<file path="src/rtl/program_ram_loader.sv">
// program_ram_loader: switch-loaded program RAM with debounced write strobe and CPU hold control
module program_ram_loader #(
   parameter int ADDR_WIDTH      = 4,
   parameter int DATA_WIDTH      = 4,
   parameter int DEBOUNCE_CYCLES = 16
) (
   input  logic                  clk,
   input  logic                  reset,
   input  logic                  loadEn,
   input  logic                  strobe,
   input  logic [DATA_WIDTH-1:0] dataIn,
   input  logic [ADDR_WIDTH-1:0] fetchAddr,
   output logic [DATA_WIDTH-1:0] fetchData,
   output logic                  cpuHold,
   output logic [ADDR_WIDTH-1:0] writePtr,
   output logic                  loadDone
);
   localparam int DEPTH = 2 ** ADDR_WIDTH;
   localparam int CW    = $clog2(DEBOUNCE_CYCLES + 1);
   typedef enum logic [1:0] {IDLE, LOAD, RUN} state_t;
   state_t                state, state_n;
   logic [DATA_WIDTH-1:0] mem [DEPTH];
   logic [ADDR_WIDTH-1:0] ptr_n;
   logic [CW-1:0]         cnt;
   logic                  s1, s2, deb, deb_q, le_q;
   logic                  wr_pulse, le_rise, we;
   assign wr_pulse  = deb & ~deb_q;
   assign le_rise   = loadEn & ~le_q;
   assign fetchData = mem[fetchAddr];
   // synchronise and debounce the push-button; the level flips only after a full stable run
   always_ff @(posedge clk) begin
      if (reset) begin
         s1    <= 1'b0;
         s2    <= 1'b0;
         cnt   <= '0;
         deb   <= 1'b0;
         deb_q <= 1'b0;
         le_q  <= 1'b0;
      end else begin
         s1    <= strobe;
         s2    <= s1;
         deb_q <= deb;
         le_q  <= loadEn;
         if (s2 == deb) cnt <= '0;
         else if (cnt == CW'(DEBOUNCE_CYCLES - 1)) begin
            cnt <= '0;
            deb <= s2;
         end else cnt <= cnt + 1'b1;
      end
   end
   // next-state, pointer and write-enable decode
   always_comb begin
      state_n = state;
      ptr_n   = writePtr;
      we      = 1'b0;
      case (state)
         IDLE: begin
            state_n = le_rise ? LOAD : IDLE;
            ptr_n   = le_rise ? '0 : writePtr;
         end
         LOAD: begin
            we      = wr_pulse;
            ptr_n   = wr_pulse ? writePtr + 1'b1 : writePtr;
            state_n = ((wr_pulse && writePtr == '1) || !loadEn) ? RUN : LOAD;
         end
         RUN: begin
            state_n = le_rise ? LOAD : RUN;
            ptr_n   = le_rise ? '0 : writePtr;
         end
         default: state_n = IDLE;
      endcase
   end
   // state register with registered hold/done decodes of the next state
   always_ff @(posedge clk) begin
      if (reset) begin
         state    <= IDLE;
         writePtr <= '0;
         cpuHold  <= 1'b1;
         loadDone <= 1'b0;
      end else begin
         state    <= state_n;
         writePtr <= ptr_n;
         cpuHold  <= state_n != RUN;
         loadDone <= state_n == RUN;
      end
   end
   // program RAM: whole-array clear on reset, single write port while loading
   always_ff @(posedge clk) begin
      if (reset) begin
         for (int i = 0; i < DEPTH; i++) mem[i] <= '0;
      end else if (we) mem[writePtr] <= dataIn;
   end
endmodule

</file>
<file path="config.mk">
export PLATFORM = sky130hd
export DESIGN_NAME = program_ram_loader
export DESIGN_NICKNAME = d
export VERILOG_FILES = /design/src/rtl/program_ram_loader.sv
export SDC_FILE = /design/constraint.sdc
export NUM_CORES = 1
export LEC_CHECK = 0
export ABC_AREA = 1
export CAP_MARGIN = 20
export CORE_ASPECT_RATIO = 1.2
export CORE_MARGIN = 10
export CORE_UTILIZATION = 35
export CTS_CLUSTER_SIZE = 16
export DETAILED_ROUTE_END_ITERATION = 10
export GPL_TIMING_DRIVEN = 0
export HOLD_SLACK_MARGIN = 0.12
export PLACE_DENSITY = 0.54
export SETUP_SLACK_MARGIN = 0.3
export SYNTH_ARGS = -nofsm -noshare
export SYNTH_HDL_FRONTEND = slang
export SYNTH_SLANG_ARGS = --single-unit
</file>
<file path="constraint.sdc">
create_clock -name clk -period 2.12 [get_ports clk]
set_clock_uncertainty 0.15 [all_clocks]
set_input_delay 0.424 -clock clk [delete_from_list [all_inputs] [get_ports clk]]
set_output_delay 0.424 -clock clk [all_outputs]
set_load 0.03 [all_outputs]
</file>
# Yosys cells after proc, flatten, opt, wreduce, memory -nomap -nowiden

Memories as Yosys holds them, arrays and structs flattened.
Cells that the tools add are included.
Widths: inputs -> output; s select.

Register bits after elaboration: 18
Bits in latches: 0
Memory bits (writable): 64
Memory bits (read-only): 0
Bits of input ports: 12
Output and inout port bits: 10
Memories kept: 1

Add/sub/neg operators: 2
Multipliers: 0
Div/mod/pow operators: 0
Order comparisons: 0
Eq/ne operators: 9
Shifts and indexed selects: 0
Mux-type cells: 16
Bitwise gates (word level): 5
Reductions and logical operators: 10

Memory list:

| name | words | bits a word | read ports | clocked after Yosys merged registers in | write ports | RTL line | text |
|---|---|---|---|---|---|---|---|
| mem  | 16    | 4           | 1          | 0                                       | 16          | 22       | `logic [DATA_WIDTH-1:0] mem [DEPTH];` |

Operators by type and width:

| cell                | count |
|---|---|
| $mux 4              | 4 |
| $mux 1              | 8 |
| $pmux 4 s2          | 1 |
| $pmux 2 s3          | 1 |
| $add 5x1->5 const B | 1 |
| $eq 5x4->1 const B  | 1 |
| $add 4x1->4 const B | 1 |
| $eq 2x2->1 const B  | 2 |
| $eq 4x4->1 const B  | 1 |
| $mux 2              | 2 |
| $ne 2x2->1 const B  | 2 |
| $reduce_or 4->1     | 1 |
| $not 1->1           | 3 |
| $reduce_and 3->1    | 1 |
| $reduce_or 3->1     | 1 |
| $and 1x1->1         | 2 |
| $eq 2x1->1 const B  | 1 |
| $logic_not 2->1     | 1 |
| $ne 2x1->1 const B  | 1 |
| $reduce_and 2->1    | 1 |
| $reduce_bool 2->1   | 1 |
| $reduce_or 2->1     | 1 |
| $eq 1x1->1          | 1 |
| $logic_and 1x1->1   | 1 |
| other kinds (2)     | 2 |

# Longest topological paths before layout

Gate-level depths: netlist of run 1.

Word-level depth: 8
Depth in mapped cells: 9
Mapped depth without buffers: 7

# Worst setup path before layout of run 1

Ideal clock, no wire load.

Kind: input-to-output
Start point: input fetchAddr[1]
End point: output fetchData[0]
Arrival: 1.337 ns
Data required time: 1.546 ns
Slack: 0.209 ns
Stages: 7
Cells stage by stage: buf_2 inv_1 buf_2 nand3_1 nand3_1 nand3_1 nand2_1

Word-level cells in the longest chain between the ends: 1

RTL lines:

| item            | RTL line | text |
|---|---|---|
| start, declared | 12       | `input logic [ADDR_WIDTH-1:0] fetchAddr,` |
| $mem_v2 16x4    | -        |  |
| end, declared   | 13       | `output logic [DATA_WIDTH-1:0] fetchData,` |

No other way between the ends.

# Worst setup path in the final report of run 1

Start point: memory mem[9][3]
End point: output fetchData[3]

Word-level cells in the longest chain between the ends: 1

RTL lines:

| item            | RTL line |
|---|---|
| start, declared | 22 |
| $mem_v2 16x4    | - |

No other way between the ends.

==> flow_summary_export.csv, run 1 <==
group,metric,value,unit
sta,rsz0062_at_grt,"yes",
cells_and_area,nFillCells,1091,
global_routing,total_grt_overflow,0,
drt,firstDrtPassIters,5,
synthesis,syn_area,0.00403,sq mm
critical_path,kind_of_capture_point_of_the_worst_setup_path,"output pin",
sta,tns,0,ns
die,die-width,118,um
cts,cts_root_buffer,"sky130_fd_sc_hd__clkbuf_16",
critical_path,setup.worst_path.class,"reg2out",
cells_and_area,diodes,0,
synthesis,synth_cell_type_count,20,
power,cellPowerDensity,725,mW/mm^2
die,die-height,138,um
drt,highest_routing_layer_actually_used,"met4",
place,gp_congestion,0.805,
drt,wl_per_cell,14.8,um
critical_path,setup_crit_start_kind,"flop",
die,ioPinCount,22,
drt,drt_wl_total,9900,um
drt,met3_length,541,um
cells_and_area,seq_area,0.00229,sq mm
worst_hold_path,hp-class,"in2reg",
run,cap_viol_max_count,0,
cells_and_area,multiInputGateArea,0.00159,sq mm
sta,tightestPinTransition,0.550,ns
synthesis,yosysWarningCount,0,
critical_path,reg2reg_from,"deb",
drt,routedLengthMet1,3980,um
critical_path,worst_ep_required_time,1.55,ns
cts,clock_tree_from_tritoncts,"done",
cells_and_area,final_nets,526,
cells_and_area,layout.cells.most_common,"sky130_fd_sc_hd__nand2_1",
die,die_area,0.0162,sq mm
sta,report.final.slew_viol_count,0,
cells_and_area,stdcell_area,0.00519,sq mm
power,static-leakage-power,2.33,nW
drt,num_vias,3112,
sta,achievable-frequency,532,MHz
critical_path,r2r_setup_slack,0.39,ns
worst_hold_path,whs_endpoint,"s1",
cells_and_area,mostFrequentLayoutCells,"sky130_fd_sc_hd__nand2_1, sky130_fd_sc_hd__nor2_1, sky130_fd_sc_hd__inv_1",
place,placement.setup.worst_slack,-0.496,ns
synthesis,part_of_the_yosys_area_used_for_sequential_elements,56.6,%
drt,viasPerCell,4.67,
place,post-place-cells,641,
critical_path,timing.critical_path.fanout_max,1,
cells_and_area,finish.cell_count_without_fillers,667,
global_routing,number_of_antenna_violations_at_the_first_check_in_global_routing,0,
drt,met2RoutedLength,5140,um
drt,postRouteAntennaNets,0,
sta,final_period_minus_worst_setup_slack,1.88,ns
cts,depth_of_the_cts_h_tree,3,
cts,path_clk_slew,0.06,ns
synthesis,netlist_instances,470,
run_status,status,"finished, final reports clean",
worst_hold_path,hold_path.startpoint,"reset",
global_routing,grt_max_degree,15,
worst_hold_path,hold_path_depth,2,
sta,post-route-period-util,88.7,%
cts,cts_inserted_buffers,9,
drt,drt_drc_violations_left,0,
power,total_power,3.76,mW
place,dpl_cell_area,0.00441,sq mm
sta,setup-violations-final,0,
drt,drt_iter0_drc,165,
global_routing,grt_first_pass_wirelength,15900,um
sta,worst_hold_slack,0.190,ns
cells_and_area,layout-area-overhead-vs-synth,28.8,%
synthesis,avgSynthCellArea,8.57,sq um
synthesis,yosys_register_bits,82,
global_routing,number_of_global_route_vias_before_repair,3145,
sta,setup_slack,0.240,ns
synthesis,post_synthesis_net_count,488,
cts,clock_sinks,82,
cts,clock_tree.buffer_depth,2,
die,placeableCoreArea,0.0111,sq mm
place,portBuffers,17,
power,vdd.ir_drop.worst,394,uV
die,initial_utilization,36.2,%
cells_and_area,layout-drive-gt1-share,25.3,%
cts,clk_latency,0.34,ns
critical_path,timing.reg2reg.worst_path_depth,6,
critical_path,critPathArrivalTime,1.31,ns
cells_and_area,layout.core_utilization,46.6,%
place,place_hpwl,6920,um
critical_path,critical_path.reg2reg.endpoint,"mem[2][3]",
global_routing,global_route.usage.total,12.7,%
die,rows,42,
sta,timing.max_slew.rel_slack,62.9,%
sta,report.final.hold_viol_count,0,
## flip-flops by register name (all words and copies together), names as in the netlist, 2 cells and up
signal,flops
state,2
writePtr,4
mem,64
cnt,5
## final cells by class
type	instances	area share (%)
Buffer	18	3.73
Clock buffer	12	5.16
Clock inverter	4	0.602
Inverter	80	6.24
Multi-Input combinational cell	290	30.5
Sequential cell	82	44.0
Tap cell	154	3.71
Timing Repair Buffer	27	6.00
## power breakdown
| group | switching [mW] | internal, mW |
|---|---|---|
| Combinational | 0.249 | 0.158 |
| Sequential | 0.0214 | 1.80 |
| Clock | 0.635 | 0.904 |
| Total | 0.905 | 2.86 |
## cell families after synthesis
family,share of synthesized area [%]
simple gates,29.7
flops,56.6
buf+inv,9.41
compound gates,2.36
fa+ha+maj,1.86
## layer usage
metal  vias to the layer above  track usage (%)
met5                         -                0
met4                         0             6.53
met3                        17             3.15
met2                        70             22.8
met1                      1469             13.7
li1                       1556                -
## worst max-delay path by stage
stage	start	endpoint	slack [ns]	depth (start not counted)
2_1_floorplan	fetchAddr[0]	fetchData[0]	0.31	8
3_3_place_gp	fetchAddr[1]	fetchData[3]	-0.48	8
3_5_place_dp	fetchAddr[2]	fetchData[0]	-0.50	6
4_1_cts	mem[1][0]	fetchData[0]	0.15	7
5_1_grt	mem[9][3]	fetchData[3]	0.18	7
6_report	mem[9][3]	fetchData[3]	0.24	7
## cell usage after synthesis
| library cell | count | area share [%] |
|---|---|---|
| sky130_fd_sc_hd__nand3_1 | 53 | 6.6 |
| sky130_fd_sc_hd__ha_1 | 6 | 1.9 |
| sky130_fd_sc_hd__nor3_1 | 1 | 0.12 |
| sky130_fd_sc_hd__nor2_8 | 4 | 2.0 |
| sky130_fd_sc_hd__nand2_4 | 1 | 0.28 |
| sky130_fd_sc_hd__edfxtp_1 | 64 | 48 |
| sky130_fd_sc_hd__o31ai_1 | 1 | 0.19 |
| sky130_fd_sc_hd__inv_1 | 80 | 7.5 |
| sky130_fd_sc_hd__nor3b_1 | 1 | 0.19 |
| sky130_fd_sc_hd__nand2_1 | 109 | 10 |
| sky130_fd_sc_hd__dfxtp_1 | 18 | 8.9 |
| sky130_fd_sc_hd__nand2_2 | 17 | 2.6 |
| sky130_fd_sc_hd__nand4_1 | 1 | 0.16 |
| sky130_fd_sc_hd__a21oi_1 | 9 | 1.1 |
| sky130_fd_sc_hd__nor2_4 | 1 | 0.28 |
| sky130_fd_sc_hd__buf_2 | 9 | 1.1 |
| sky130_fd_sc_hd__nor2_1 | 79 | 7.4 |
| sky130_fd_sc_hd__o211ai_1 | 3 | 0.56 |
| sky130_fd_sc_hd__o21ai_0 | 4 | 0.50 |
| sky130_fd_sc_hd__clkbuf_1 | 9 | 0.84 |
## worst max-delay path, stage by stage, from the launching register on
cell and delay, ns:
sky130_fd_sc_hd__edfxtp_1 0.39, sky130_fd_sc_hd__inv_1 0.08, sky130_fd_sc_hd__nand2_1 0.06, sky130_fd_sc_hd__nand3_2 0.09, sky130_fd_sc_hd__nand3_2 0.08, sky130_fd_sc_hd__nand3_2 0.07
sky130_fd_sc_hd__nand2_2 0.05, sky130_fd_sc_hd__buf_6 0.13
## repair_timing
action | in CTS | in global routing
setup buffers | 4 | 2
resized for setup | 92 | 49
pin swaps | 11 | 14
gates cloned | 4 | 0
hold buffers | 0 | 0
endpoints found under the setup margin | 26 | 92
Note: power is estimated with default switching activity, not from simulation.
==> run 2: changes to the inputs <==
--- a/config.mk
+++ b/config.mk
@@ -15,7 +15,7 @@
 export GPL_TIMING_DRIVEN = 0
 export HOLD_SLACK_MARGIN = 0.12
 export PLACE_DENSITY = 0.54
-export SETUP_SLACK_MARGIN = 0.3
+export SETUP_SLACK_MARGIN = 0.02
 export SYNTH_ARGS = -nofsm -noshare
 export SYNTH_HDL_FRONTEND = slang
 export SYNTH_SLANG_ARGS = --single-unit
==> run 2 against run 1 <==
Hold slack improved by 0.013 ns. Global-route usage fell by 1.0 points. Register-to-register slack got worse by 0.04 ns. Total power down 3.1%. Utilization shrank 4.1 points. Fmax shrank 7.3%. Design area is 8.9% lower. Flip-flop and latch count did not move. Setup slack worse by 0.15 ns. Highest routed layer unchanged.
==> flow_summary_export.csv, run 2 (synthesis gave the netlist of run 1 again) <==
group,metric,value,unit
run_status,status,"finished, final reports clean",
cells_and_area,biggestRegsByFlops,"mem x64, cnt x5, writePtr x4",
drt,drt_iter0_drc,136,
die,initial_utilization,36.2,%
critical_path,worst_ep_required_time,1.55,ns
power,share_clk_of_total_power,41.7,%
cts,path_clk_slew,0.06,ns
power,total_power,3.65,mW
drt,viasPerCell,4.55,
drt,wl_per_cell,13.8,um
drt,num_vias,2990,
critical_path,timing.critical_path.slowest_stage_cell,"sky130_fd_sc_hd__clkdlybuf4s50_1",
global_routing,grt_first_pass_wirelength,14600,um
place,placement.setup.worst_slack,-0.708,ns
sta,setup-violations-final,0,
critical_path,setup.worst_path.class,"in2out",
power,static-leakage-power,2.18,nW
global_routing,number_of_global_route_vias_before_repair,2889,
place,place_hpwl,6760,um
sta,tns,0,ns
power,power_frac_seq,49.8,%
global_routing,total_grt_overflow,0,
cells_and_area,nFillCells,1148,
sta,post-route-period-util,95.7,%
sta,achievable-frequency,493,MHz
cells_and_area,diodes,0,
cts,cts_inserted_buffers,9,
cts,clock_tree.buffer_depth,2,
power,share_comb_of_total_power,8.5,%
power,power.switching,829,uW
place,post-place-cells,641,
cells_and_area,largest_register_ffs,64,
cts,cts_root_buffer,"sky130_fd_sc_hd__clkbuf_16",
place,gp_congestion,0.809,
die,die-height,138,um
die,ioPinCount,22,
global_routing,number_of_antenna_violations_at_the_first_check_in_global_routing,0,
global_routing,global_route.usage.total,11.7,%
cts,clk_latency,0.33,ns
die,die-width,118,um
cts,clock_sinks,82,
critical_path,critPathArrivalTime,1.45,ns
sta,report.final.slew_viol_count,0,
sta,setup_slack,0.0917,ns
power,vdd.ir_drop.worst,465,uV
sta,rsz0062_at_grt,"yes",
global_routing,grt_max_degree,14,
drt,postRouteAntennaNets,0,
cells_and_area,stdcell_area,0.00473,sq mm
critical_path,timing.critical_path.fanout_max,5,
cts,clock_tree_from_tritoncts,"done",
place,dpl_cell_area,0.00439,sq mm
run,cap_viol_max_count,0,
critical_path,worstPathCellList,"clkdlybuf4s50_1, inv_1, nand3_1, nand2_1, clkbuf_4",
drt,drt_wl_total,9070,um
cells_and_area,layout-area-overhead-vs-synth,17.4,%
worst_hold_path,hp-class,"in2reg",
die,rows,42,
critical_path,crit_path_max_incr_delay,0.57,ns
power,cellPowerDensity,771,mW/mm^2
power,internal_power,2.82,mW
drt,firstDrtPassIters,4,
die,placeableCoreArea,0.0111,sq mm
drt,drt_drc_violations_left,0,
cts,depth_of_the_cts_h_tree,3,
place,portBuffers,17,
sta,worst_hold_slack,0.203,ns
power,netSwitchingFraction,22.7,%
sta,tightestPinTransition,0.681,ns
cells_and_area,layout-drive-gt1-share,11.7,%
cells_and_area,final_nets,516,
critical_path,kind_of_capture_point_of_the_worst_setup_path,"output pin",
cells_and_area,finish.cell_count_without_fillers,657,
cts,cts_hold_buf,0,
die,die_area,0.0162,sq mm
cells_and_area,max_flop_register,"mem",
sta,report.final.hold_viol_count,0,
cells_and_area,mostFrequentLayoutCells,"sky130_fd_sc_hd__nand2_1, sky130_fd_sc_hd__nor2_1, sky130_fd_sc_hd__inv_1",
sta,final_period_minus_worst_setup_slack,2.03,ns
cells_and_area,layout.core_utilization,42.5,%
critical_path,setup_crit_start_kind,"input port",
cells_and_area,layout.cells.most_common,"sky130_fd_sc_hd__nand2_1",
sta,timing.max_slew.rel_slack,54.6,%
==> run 2: cell count changes in the layout (fill, tap and decap cells not counted), moves of 4 or more <==
cell	previous run	this run
sky130_fd_sc_hd__nand2_1	97	109
sky130_fd_sc_hd__buf_6	7	3
sky130_fd_sc_hd__nand3_1	19	53
sky130_fd_sc_hd__nand2_2	29	17
sky130_fd_sc_hd__nand3_2	34	0
sky130_fd_sc_hd__clkdlybuf4s50_1	6	10
sky130_fd_sc_hd__inv_1	74	78
==> run 2: final cells by class <==
| cell class | count | area (sq um) | share of cell area [%] |
|---|---|---|---|
| inverter | 80 | 305 | 6.45 |
| clock buffer | 12 | 278 | 5.87 |
| timing repair buffer | 17 | 164 | 3.46 |
| sequential | 82 | 2280 | 48.2 |
| multi-input combinational | 290 | 1370 | 28.9 |
| tap | 154 | 193 | 4.07 |
| buffer | 18 | 118 | 2.49 |
| clock inverter | 4 | 22.5 | 0.476 |
==> run 2: per-layer routing <==
layer / up-vias / share of wire [%] / track usage [%]
met4: 0 / 1.7 / 5.30
met1: 1391 / 45 / 13.6
met2: 55 / 50 / 20.0
met3: 11 / 3.9 / 3.11
li1: 1533 / - / -
met5: - / 0 / 0
==> run 2: what timing repair did <==
item / CTS / global route
buffers inserted: 0 / 0
setup endpoints to repair: 6 / 5
pin swaps: 0 / 0
resized for setup: 36 / 15
==> run 2: worst max-delay path: cells and delay by family <==
family	cells	cell delay, ns
buf+inv	3	0.87
simple gates	2	0.15
==> run 2: power by group through the flow <==
stage | registers (mW) | logic, mW | clock network [mW]
floorplan | 1.85 | 0.194 | 0
global route | 1.82 | 0.346 | 1.63
finish | 1.82 | 0.309 | 1.52
detailed placement | 1.85 | 0.303 | 0
CTS | 1.82 | 0.305 | 1.55
global placement | 1.85 | 0.301 | 0
==> run 2: worst paths after layout <==
path / slack (ns) / depth (start not counted) / start / endpoint
max: 0.09 / 5 / fetchAddr[3] / fetchData[0]
min reg2reg: 0.25 / 2 / s1 / s2
min: 0.20 / 2 / reset / deb_q
max reg2reg: 0.35 / 6 / deb / mem[3][2]
